<file path="config.mk">
export PLATFORM = sky130hd
export DESIGN_NAME = gpio_ctl_flat
export DESIGN_NICKNAME = d
export VERILOG_FILES = /design/src/rtl/hs32_periph_pkg.sv /design/src/rtl/gpio_ctl_if.sv /design/src/rtl/gpio_sync_edge.sv /design/src/rtl/gpio_ctl.sv /design/src/flat_wrapper.sv
export SDC_FILE = /design/constraint.sdc
export NUM_CORES = 1
export LEC_CHECK = 0
export CAP_MARGIN = 20
export CORE_MARGIN = 2
export CORE_UTILIZATION = 28
export DETAILED_ROUTE_END_ITERATION = 8
export SKIP_CTS_REPAIR_TIMING = 1
export SYNTH_ARGS = -nofsm -noshare
export SYNTH_HDL_FRONTEND = slang
export SYNTH_HIERARCHICAL = 1
export SYNTH_SLANG_ARGS = --single-unit
</file>
<file path="constraint.sdc">
create_clock -name clk -period 1.7 [get_ports clk]
set_input_delay 0.255 -clock clk [delete_from_list [all_inputs] [get_ports clk]]
set_output_delay 0.255 -clock clk [all_outputs]
set_load 0.01 [all_outputs]
</file>
<file path="src/rtl/hs32_periph_pkg.sv">
// Definitions shared by the HS32 memory-mapped peripherals: register word
// offsets of the GPIO block and the encoding of the bus handshake state.
package hs32_periph_pkg;

  localparam int GPIO_OUT  = 0;
  localparam int GPIO_DIR  = 1;
  localparam int GPIO_IN   = 2;
  localparam int GPIO_LED  = 3;
  localparam int GPIO_IEN  = 4;
  localparam int GPIO_PEND = 5;
  localparam int GPIO_EDGE = 6;

  typedef enum logic {
    BUS_IDLE = 1'b0,
    BUS_ACK  = 1'b1
  } bus_state_t;

endpackage

</file>
<file path="src/rtl/gpio_ctl_if.sv">
// HS32 core load/store bus as seen by a peripheral: strobe/direction/address/
// write data from the core, read data and one-cycle acknowledge back.
interface gpio_ctl_if #(
  parameter int AW = 4
);

  logic          stb;
  logic          rw;
  logic [AW-1:0] addr;
  logic [31:0]   dtw;
  logic [31:0]   dtr;
  logic          ack;

  modport master (output stb, rw, addr, dtw, input dtr, ack);
  modport slave  (input stb, rw, addr, dtw, output dtr, ack);

endinterface

</file>
<file path="src/rtl/gpio_sync_edge.sv">
// Two-flop synchroniser for the raw GPIO inputs, a history flop, and a
// per-pin edge detector whose polarity is selected by edge_sel (1=rising).
module gpio_sync_edge #(
  parameter int N = 9
) (
  input  logic         clk,
  input  logic         reset,
  input  logic [N-1:0] pin,
  input  logic [N-1:0] edge_sel,
  output logic [N-1:0] level,
  output logic [N-1:0] hit
);

  logic [N-1:0] s1_q;
  logic [N-1:0] s2_q;
  logic [N-1:0] prev_q;

  // NOTE: sequential state uses non-blocking assignments so every flop samples
  // the pre-edge value of its neighbour; blocking here would collapse the chain.
  always_ff @(posedge clk) begin
    if (reset) begin
      s1_q   <= '0;
      s2_q   <= '0;
      prev_q <= '0;
    end else begin
      s1_q   <= pin;
      s2_q   <= s1_q;
      prev_q <= s2_q;
    end
  end

  assign level = s2_q;
  assign hit   = (edge_sel & s2_q & ~prev_q) | (~edge_sel & ~s2_q & prev_q);

endmodule

</file>
<file path="src/rtl/gpio_ctl.sv">
// Memory-mapped GPIO/LED peripheral: two-state bus handshake, register file,
// read mux, edge-triggered pending bits and a registered level interrupt.
module gpio_ctl
  import hs32_periph_pkg::*;
#(
  parameter int NGPIO = 9,
  parameter int AW    = 4
) (
  input  logic             clk,
  input  logic             reset,
  gpio_ctl_if.slave        bus,
  input  logic [NGPIO-1:0] gpio_i,
  output logic [NGPIO-1:0] gpio_o,
  output logic [NGPIO-1:0] gpio_oe,
  output logic             ledr_n,
  output logic             ledg_n,
  output logic             irq
);

  // Captured write data must cover both the pin registers and the 2-bit LED field.
  localparam int WW = (NGPIO > 2) ? NGPIO : 2;

  bus_state_t       state_q, state_d;
  logic             rw_q;
  logic [AW-1:0]    addr_q;
  logic [WW-1:0]    wdata_q;

  logic [NGPIO-1:0] out_q, dir_q, ien_q, pend_q, edge_q;
  logic [1:0]       led_q;
  logic             irq_q;

  logic [NGPIO-1:0] in_level, hit, w1c;
  logic             wr_en;
  logic [31:0]      rdata;

  gpio_sync_edge #(.N(NGPIO)) u_sync (
    .clk      (clk),
    .reset    (reset),
    .pin      (gpio_i),
    .edge_sel (edge_q),
    .level    (in_level),
    .hit      (hit)
  );

  always_ff @(posedge clk) begin
    if (reset) state_q <= BUS_IDLE;
    else       state_q <= state_d;
  end

  // NOTE: every variable assigned in always_comb gets a default first, so no
  // path through the case can leave it holding a value and infer a latch.
  always_comb begin
    state_d = state_q;
    unique case (state_q)
      BUS_IDLE: if (bus.stb) state_d = BUS_ACK;
      BUS_ACK:  state_d = BUS_IDLE;
      default:  state_d = BUS_IDLE;
    endcase
  end

  // NOTE: pure datapath capture flops carry no reset; they are only consumed
  // in BUS_ACK, which is always preceded by a capture.
  always_ff @(posedge clk) begin
    if (state_q == BUS_IDLE && bus.stb) begin
      rw_q    <= bus.rw;
      addr_q  <= bus.addr;
      wdata_q <= bus.dtw[WW-1:0];
    end
  end

  assign wr_en = (state_q == BUS_ACK) && rw_q;
  assign w1c   = (wr_en && addr_q == AW'(GPIO_PEND)) ? wdata_q[NGPIO-1:0] : '0;

  always_ff @(posedge clk) begin
    if (reset) begin
      out_q  <= '0;
      dir_q  <= '0;
      led_q  <= '0;
      ien_q  <= '0;
      pend_q <= '0;
      edge_q <= '0;
      irq_q  <= 1'b0;
    end else begin
      if (wr_en) begin
        case (addr_q)
          AW'(GPIO_OUT):  out_q  <= wdata_q[NGPIO-1:0];
          AW'(GPIO_DIR):  dir_q  <= wdata_q[NGPIO-1:0];
          AW'(GPIO_LED):  led_q  <= wdata_q[1:0];
          AW'(GPIO_IEN):  ien_q  <= wdata_q[NGPIO-1:0];
          AW'(GPIO_EDGE): edge_q <= wdata_q[NGPIO-1:0];
          default: ;
        endcase
      end
      // A fresh hit is OR-ed in after the clear so it survives a same-cycle w1c.
      pend_q <= (pend_q & ~w1c) | hit;
      irq_q  <= |(pend_q & ien_q);
    end
  end

  always_comb begin
    rdata = '0;
    case (addr_q)
      AW'(GPIO_OUT):  rdata[NGPIO-1:0] = out_q;
      AW'(GPIO_DIR):  rdata[NGPIO-1:0] = dir_q;
      AW'(GPIO_IN):   rdata[NGPIO-1:0] = in_level;
      AW'(GPIO_LED):  rdata[1:0]       = led_q;
      AW'(GPIO_IEN):  rdata[NGPIO-1:0] = ien_q;
      AW'(GPIO_PEND): rdata[NGPIO-1:0] = pend_q;
      AW'(GPIO_EDGE): rdata[NGPIO-1:0] = edge_q;
      default: ;
    endcase
  end

  assign bus.ack = (state_q == BUS_ACK);
  assign bus.dtr = bus.ack ? rdata : 32'd0;

  assign gpio_o  = out_q;
  assign gpio_oe = dir_q;
  assign ledr_n  = ~led_q[1];
  assign ledg_n  = ~led_q[0];
  assign irq     = irq_q;

endmodule

</file>
<file path="src/flat_wrapper.sv">
// flat-port wrapper written by rule: the top's interface ports become plain ports
module gpio_ctl_flat import hs32_periph_pkg::*;
#(
  parameter int NGPIO = 9,
  parameter int AW    = 4
)
  (clk, reset, gpio_i, gpio_o, gpio_oe, ledr_n, ledg_n, irq, bus_stb, bus_rw, bus_addr, bus_dtw, bus_dtr, bus_ack);
  gpio_ctl_if #(.AW(AW)) bus_i ();
  input  logic clk;
  input  logic reset;
  input  logic [NGPIO-1:0] gpio_i;
  output logic [NGPIO-1:0] gpio_o;
  output logic [NGPIO-1:0] gpio_oe;
  output logic ledr_n;
  output logic ledg_n;
  output logic irq;
  input wire logic [$bits(bus_i.stb)-1:0] bus_stb;
  input wire logic [$bits(bus_i.rw)-1:0] bus_rw;
  input wire logic [$bits(bus_i.addr)-1:0] bus_addr;
  input wire logic [$bits(bus_i.dtw)-1:0] bus_dtw;
  output wire logic [$bits(bus_i.dtr)-1:0] bus_dtr;
  output wire logic [$bits(bus_i.ack)-1:0] bus_ack;
  assign bus_i.stb = bus_stb;
  assign bus_i.rw = bus_rw;
  assign bus_i.addr = bus_addr;
  assign bus_i.dtw = bus_dtw;
  assign bus_dtr = bus_i.dtr;
  assign bus_ack = bus_i.ack;
  gpio_ctl #(.NGPIO(NGPIO), .AW(AW)) u_core (.clk(clk), .reset(reset), .bus(bus_i), .gpio_i(gpio_i), .gpio_o(gpio_o), .gpio_oe(gpio_oe), .ledr_n(ledr_n), .ledg_n(ledg_n), .irq(irq));
endmodule
</file>
* Word level (Yosys, flattened, before mapping)
Index checks and enable logic that the tools add are counted.
W data, S select, Z words.
** Storage, ports and cells
- Bits in registers :: 90
- Latch bits :: 0
- RAM bits :: 0
- ROM bits :: 0
- Bits of input ports :: 49
- Output and inout port bits :: 54
- Word-level logic and storage cells :: 51
- Memories kept :: 0
** Operators by class
- Add/sub/neg operators :: 0
- Multiply operators :: 0
- Divide/modulo/power cells :: 0
- Order comparisons :: 0
- Equal/unequal tests :: 6
- Shift-type cells :: 0
- Mux-type cells :: 6
- Bitwise operators :: 15
- Reductions and logical operators :: 10
** Operator list (count)
- $and A9 B9 Y9 :: 6
- $pmux W7 S6 :: 1
- $not A9 Y9 :: 4
- $mux W9 :: 2
- $or A9 B9 Y9 :: 2
- $pmux W2 S7 :: 1
- $eq A4 B3 Y1 const B :: 3
- $reduce_and A2 Y1 :: 5
- $reduce_or A9 Y1 :: 1
- $eq A4 B2 Y1 const B :: 2
- $eq A4 B1 Y1 const B :: 1
- $logic_not A4 Y1 :: 1
- $logic_and A1 B1 Y1 :: 3
- $not A1 Y1 :: 3
- $pmux W1 S2 :: 1
- $mux W1 :: 1

* Logic depth before layout (Yosys ltp)
- Word-level depth :: 6
- Gate-level depth with buffers :: 7
- Mapped depth without buffers :: 4

* By module
The synthesis kept the hierarchy.
** Modules (own cells, without submodules)
- gpio_ctl :: times used 1, cells an instance 325, area an instance 3060.4 µm², seq. area each 1401.3 µm²
- gpio_sync_edge :: times used 1, cells an instance 83, area an instance 895.9 µm², seq. area each 540.5 µm²

* Worst setup path before layout
OpenSTA, ideal clock, no wires.
- Path type :: register -> register
- From :: reg u_core.state_q (netlist: u_core/bus.ack)
- To :: reg u_core.addr_q[0] (enable)
- Library setup time :: 0.387 ns
- Data arrival time :: 1.217 ns
- Data required time :: 1.313 ns
- Slack :: 0.096 ns
- Stages on the path, launching flop included :: 3
- Buffers on the path :: 1
- Period minus slack after synthesis :: 1.604 ns
- Path through :: dfxtp_1 -> buf_2 -> nor2b_1
** On the way
- Word-level cells in the longest chain between the ends :: 2
** Ends and longest elaborated chain
- start, declared :: RTL line gpio_ctl.sv:23 : bus_state_t state_q, state_d;
- start signal, assigned :: RTL line gpio_ctl.sv:47 : else state_q <= state_d;
- $not A1 Y1 :: RTL line gpio_ctl.sv:64 : if (state_q == BUS_IDLE && bus.stb) begin
- $logic_and A1 B1 Y1 :: RTL line gpio_ctl.sv:64
- end signal, assigned :: RTL line gpio_ctl.sv:66 : addr_q <= bus.addr;
- end, declared :: RTL line gpio_ctl.sv:25 : logic [AW-1:0] addr_q;
No other way between the ends.
A chain may end at the register's enable or synchronous reset.

* Worst setup path after layout
- From :: reg u_core.addr_q[0]
- To :: out bus_dtr[2]
** On the way
- Word-level cells in the longest chain between the ends :: 3
- Elaborated cells between the ends (all ways) :: 8
- Classes of those cells :: 5 x eq/ne; 2 x mux; 1 x reduce/logical
** Ends and longest elaborated chain
- $eq A4 B3 Y1 (tied with other cells) :: RTL line gpio_ctl.sv:102 : case (addr_q)
- $pmux W7 S6 * :: RTL line gpio_ctl.sv:102
- $mux W9 * :: RTL line gpio_ctl.sv:115 : assign bus.dtr = bus.ack ? rdata : 32'd0;
- end, declared :: RTL line flat_wrapper.sv:21 : output wire logic [$bits(bus_i.dtr)-1:0] bus_dtr;
Mark *: on every way between the ends. The rest lies on a longest branch, timed or not.

==> results.md <==
* Period Utilization, post-route at 1.26
* IO Count at around 100
* Die X at approximately 120 um
* Multi-input logic area at between 0.0015 and 0.002 sq mm
* Maximum capacitance violations at 0
* Die Footprint at approximately 0.015 sq mm
* CTS tree: done
* Initial Util at 0.286
* CP Class: register to primary output
* Worst slew margin at 0.616
* Pwr per Cell Area at slightly below 900 mW/mm^2
* Fill cells at roughly 1400
* CTS Buffer Depth at 2
* Final core occ at 0.386
* Layout cells sized above 1 at 0.232
* Post-DP HPWL at between 7000 and 8000 um
* Final worst clock skew at between 0.008 and 0.009 ns
* Area growth syn-to-layout at 34.9%
* Worst hold path class: input port to register
* Die H at 123 um
* # setup viols final at 18
* Largest net degree at the start of global routing at 30
* Worst R2R Setup Slack at -0.10 ns
* Warnings, synthesis at 6
* Synthesized netlist cell count at 408
* Flops & latches, synth at 90
* Fin Setup TNS at -4.01 ns
* Maximum VDD drop at between 0.4 and 0.5 mV
* Nets at 561
* Clk slew on worst S/H paths at 0.07 ns
* Clock latency on the worst-skew pair at between 0.3 and 0.4 ns
* Grt ovf at 0
* Root buf cell: clkbuf_16
* Most frequent cells in the layout: dfxtp_1, buf_4, clkdlybuf4s50_1
* WL/cell at ~16 um
* Netlist Area Pre-Place at a little under 0.004 sq mm
* 1st-pass router iterations at 6
* Clk sink count at 90
* DR vias at around 3300
* Total GRT Usage at 0.148
* Antenna cells at 0
* Number of global-route vias before repair at approximately 3200
* Register area at around 0.002 sq mm
* CTS buffer count at 9
* Post-route ant nets at 0
* FMAX at 465 MHz
* Pre-CTS WS at -0.432 ns
* CP Launch Type: register
* Yosys cell types at 40
* Routability cong. at about 0.94
* Avg Cell Area, Syn at between 9 and 10 sq um
* Worst-margin pin slew at 0.576 ns
* Final count of hold timing violations at 0
* Via-per-instance ratio at ~4.7
* Min setup slack post-route at -0.450 ns
* DR DRC count at 0
* RSZ-0062 raised after global routing: true
* Worst Path Max Fanout at 5
* Core ar. at 0.0138 sq mm
* Antenna violations before repair at 0
* Port Buffers at between 50 and 60
* Worst setup EP type: primary output
* Final wirelength at 11000 um
* CP arrival at 1.89 ns
* Rows at 43
* Fin. max-slew vios at 0
* Critical Path RT at about 1.4 ns
* Tmin final at 2.15 ns
* Pleak at approximately 0.0022 uW
* 1st-iter DRT viols at about 230
* Seq/Total Area, Yosys at 0.491
* Htree depth at 3
* Status: finished with violations
* Violated checks: negative setup slack
* Hold slack at 0.388 ns
* First-pass GRT wire length at roughly 17000 um
* Commonest non-fill, non-tap cell in the layout: dfxtp_1
critical path, stage by stage, from the launching register on:
cell      delay, ns
edfxtp_1       0.43
buf_4          0.18
nor2b_4        0.12
buf_6          0.13
buf_4          0.11
a22oi_2        0.04
o22ai_1        0.16
o21a_1         0.22
buf_2          0.15
layer usage:
layer,share of wire,global-route usage,vias to the layer above
li1,-,-,1578
met1,0.44,0.187,1551
met2,0.47,0.238,138
met3,0.068,0.0395,17
met4,0.020,0.0611,0
met5,0,0,-
cells by family after synthesis:
kind of cell | Yosys count | synth area share
AOI/OAI and AO/OA | 68 | 0.112
buffers and inverters | 51 | 0.0965
DFF | 90 | 0.491
muxes | 38 | 0.0961
other | 1 | 0.000948
and+or+nand+nor | 160 | 0.204
worst paths after layout:
check	start	to	cells past startpoint
max	u_core/addr_q[0]$_DFFE_PP_	bus_dtr[2]	8
min	reset	u_core/gpio_o[2]$_SDFFE_PP0P_	2
max reg2reg	u_core/addr_q[1]$_DFFE_PP_	u_core/gpio_oe[1]$_SDFFE_PP0P_	8
min reg2reg	u_core/u_sync/s1_q[0]$_SDFF_PP0_	u_core/u_sync/level[0]$_SDFF_PP0_	1
Yosys cell counts (all sizes together):
master   instances  share of area
inv              3         0.0028
o21ai            1         0.0013
a31oi            3         0.0047
a22oi           11          0.021
nand3           26          0.034
a21oi           23          0.030
nor2b           26          0.041
a22o             2         0.0044
o22ai           16          0.025
edfxtp          14           0.11
or2              2         0.0032
and4b            1         0.0025
a41oi            1         0.0022
nand2           33          0.032
a221oi           1         0.0022
clkbuf           5         0.0047
o2bb2ai          1         0.0022
and2b            7          0.015
nor3             5         0.0092
o311a            1         0.0025
mux2i           38          0.096
o21a             6          0.011
a21o             1         0.0019
dfxtp           76           0.38
conb             1        0.00095
nand2b          10          0.016
nor2            46          0.044
a222oi           1         0.0025
buf             43          0.089
and2             2         0.0038
nand4            2         0.0032
final cells by class:
cell class | count | share of cell area
multi-input combinational | 290 | 0.339
timing repair buffer | 118 | 0.195
inverter | 3 | 0.00211
tap | 180 | 0.0422
clock buffer | 11 | 0.0495
sequential | 90 | 0.364
clock inverter | 5 | 0.00797
state kept, by name (all words and copies together), names as in the netlist:
name	cells
u_core/u_sync/s1_q	9
u_core/rw_q	1
u_core/bus.ack	1
u_core/ien_q	9
u_core/pend_q	9
u_core/u_sync/level	9
u_core/wdata_q	9
u_core/edge_q	9
u_core/u_sync/prev_q	9
u_core/gpio_oe	9
u_core/gpio_o	9
u_core/irq	1
u_core/led_q	2
u_core/addr_q	4
metrics by stage:
stage | power (uW) | instances | instance area (sq um)
after floorplan | 2530 | 430 | 4040
after CTS | 4680 | 686 | 5170
after global placement | 2670 | 670 | 4860
final | 4660 | 697 | 5340
after global routing | 4840 | 697 | 5340
after detailed placement | 2680 | 670 | 4860
power breakdown:
group	internal (uW)	total, uW	switching [uW]
Sequential	2220	2290	61.0
Combinational	196	391	195
Clock	1130	1980	848
Note: power is estimated with default switching activity, not from simulation.
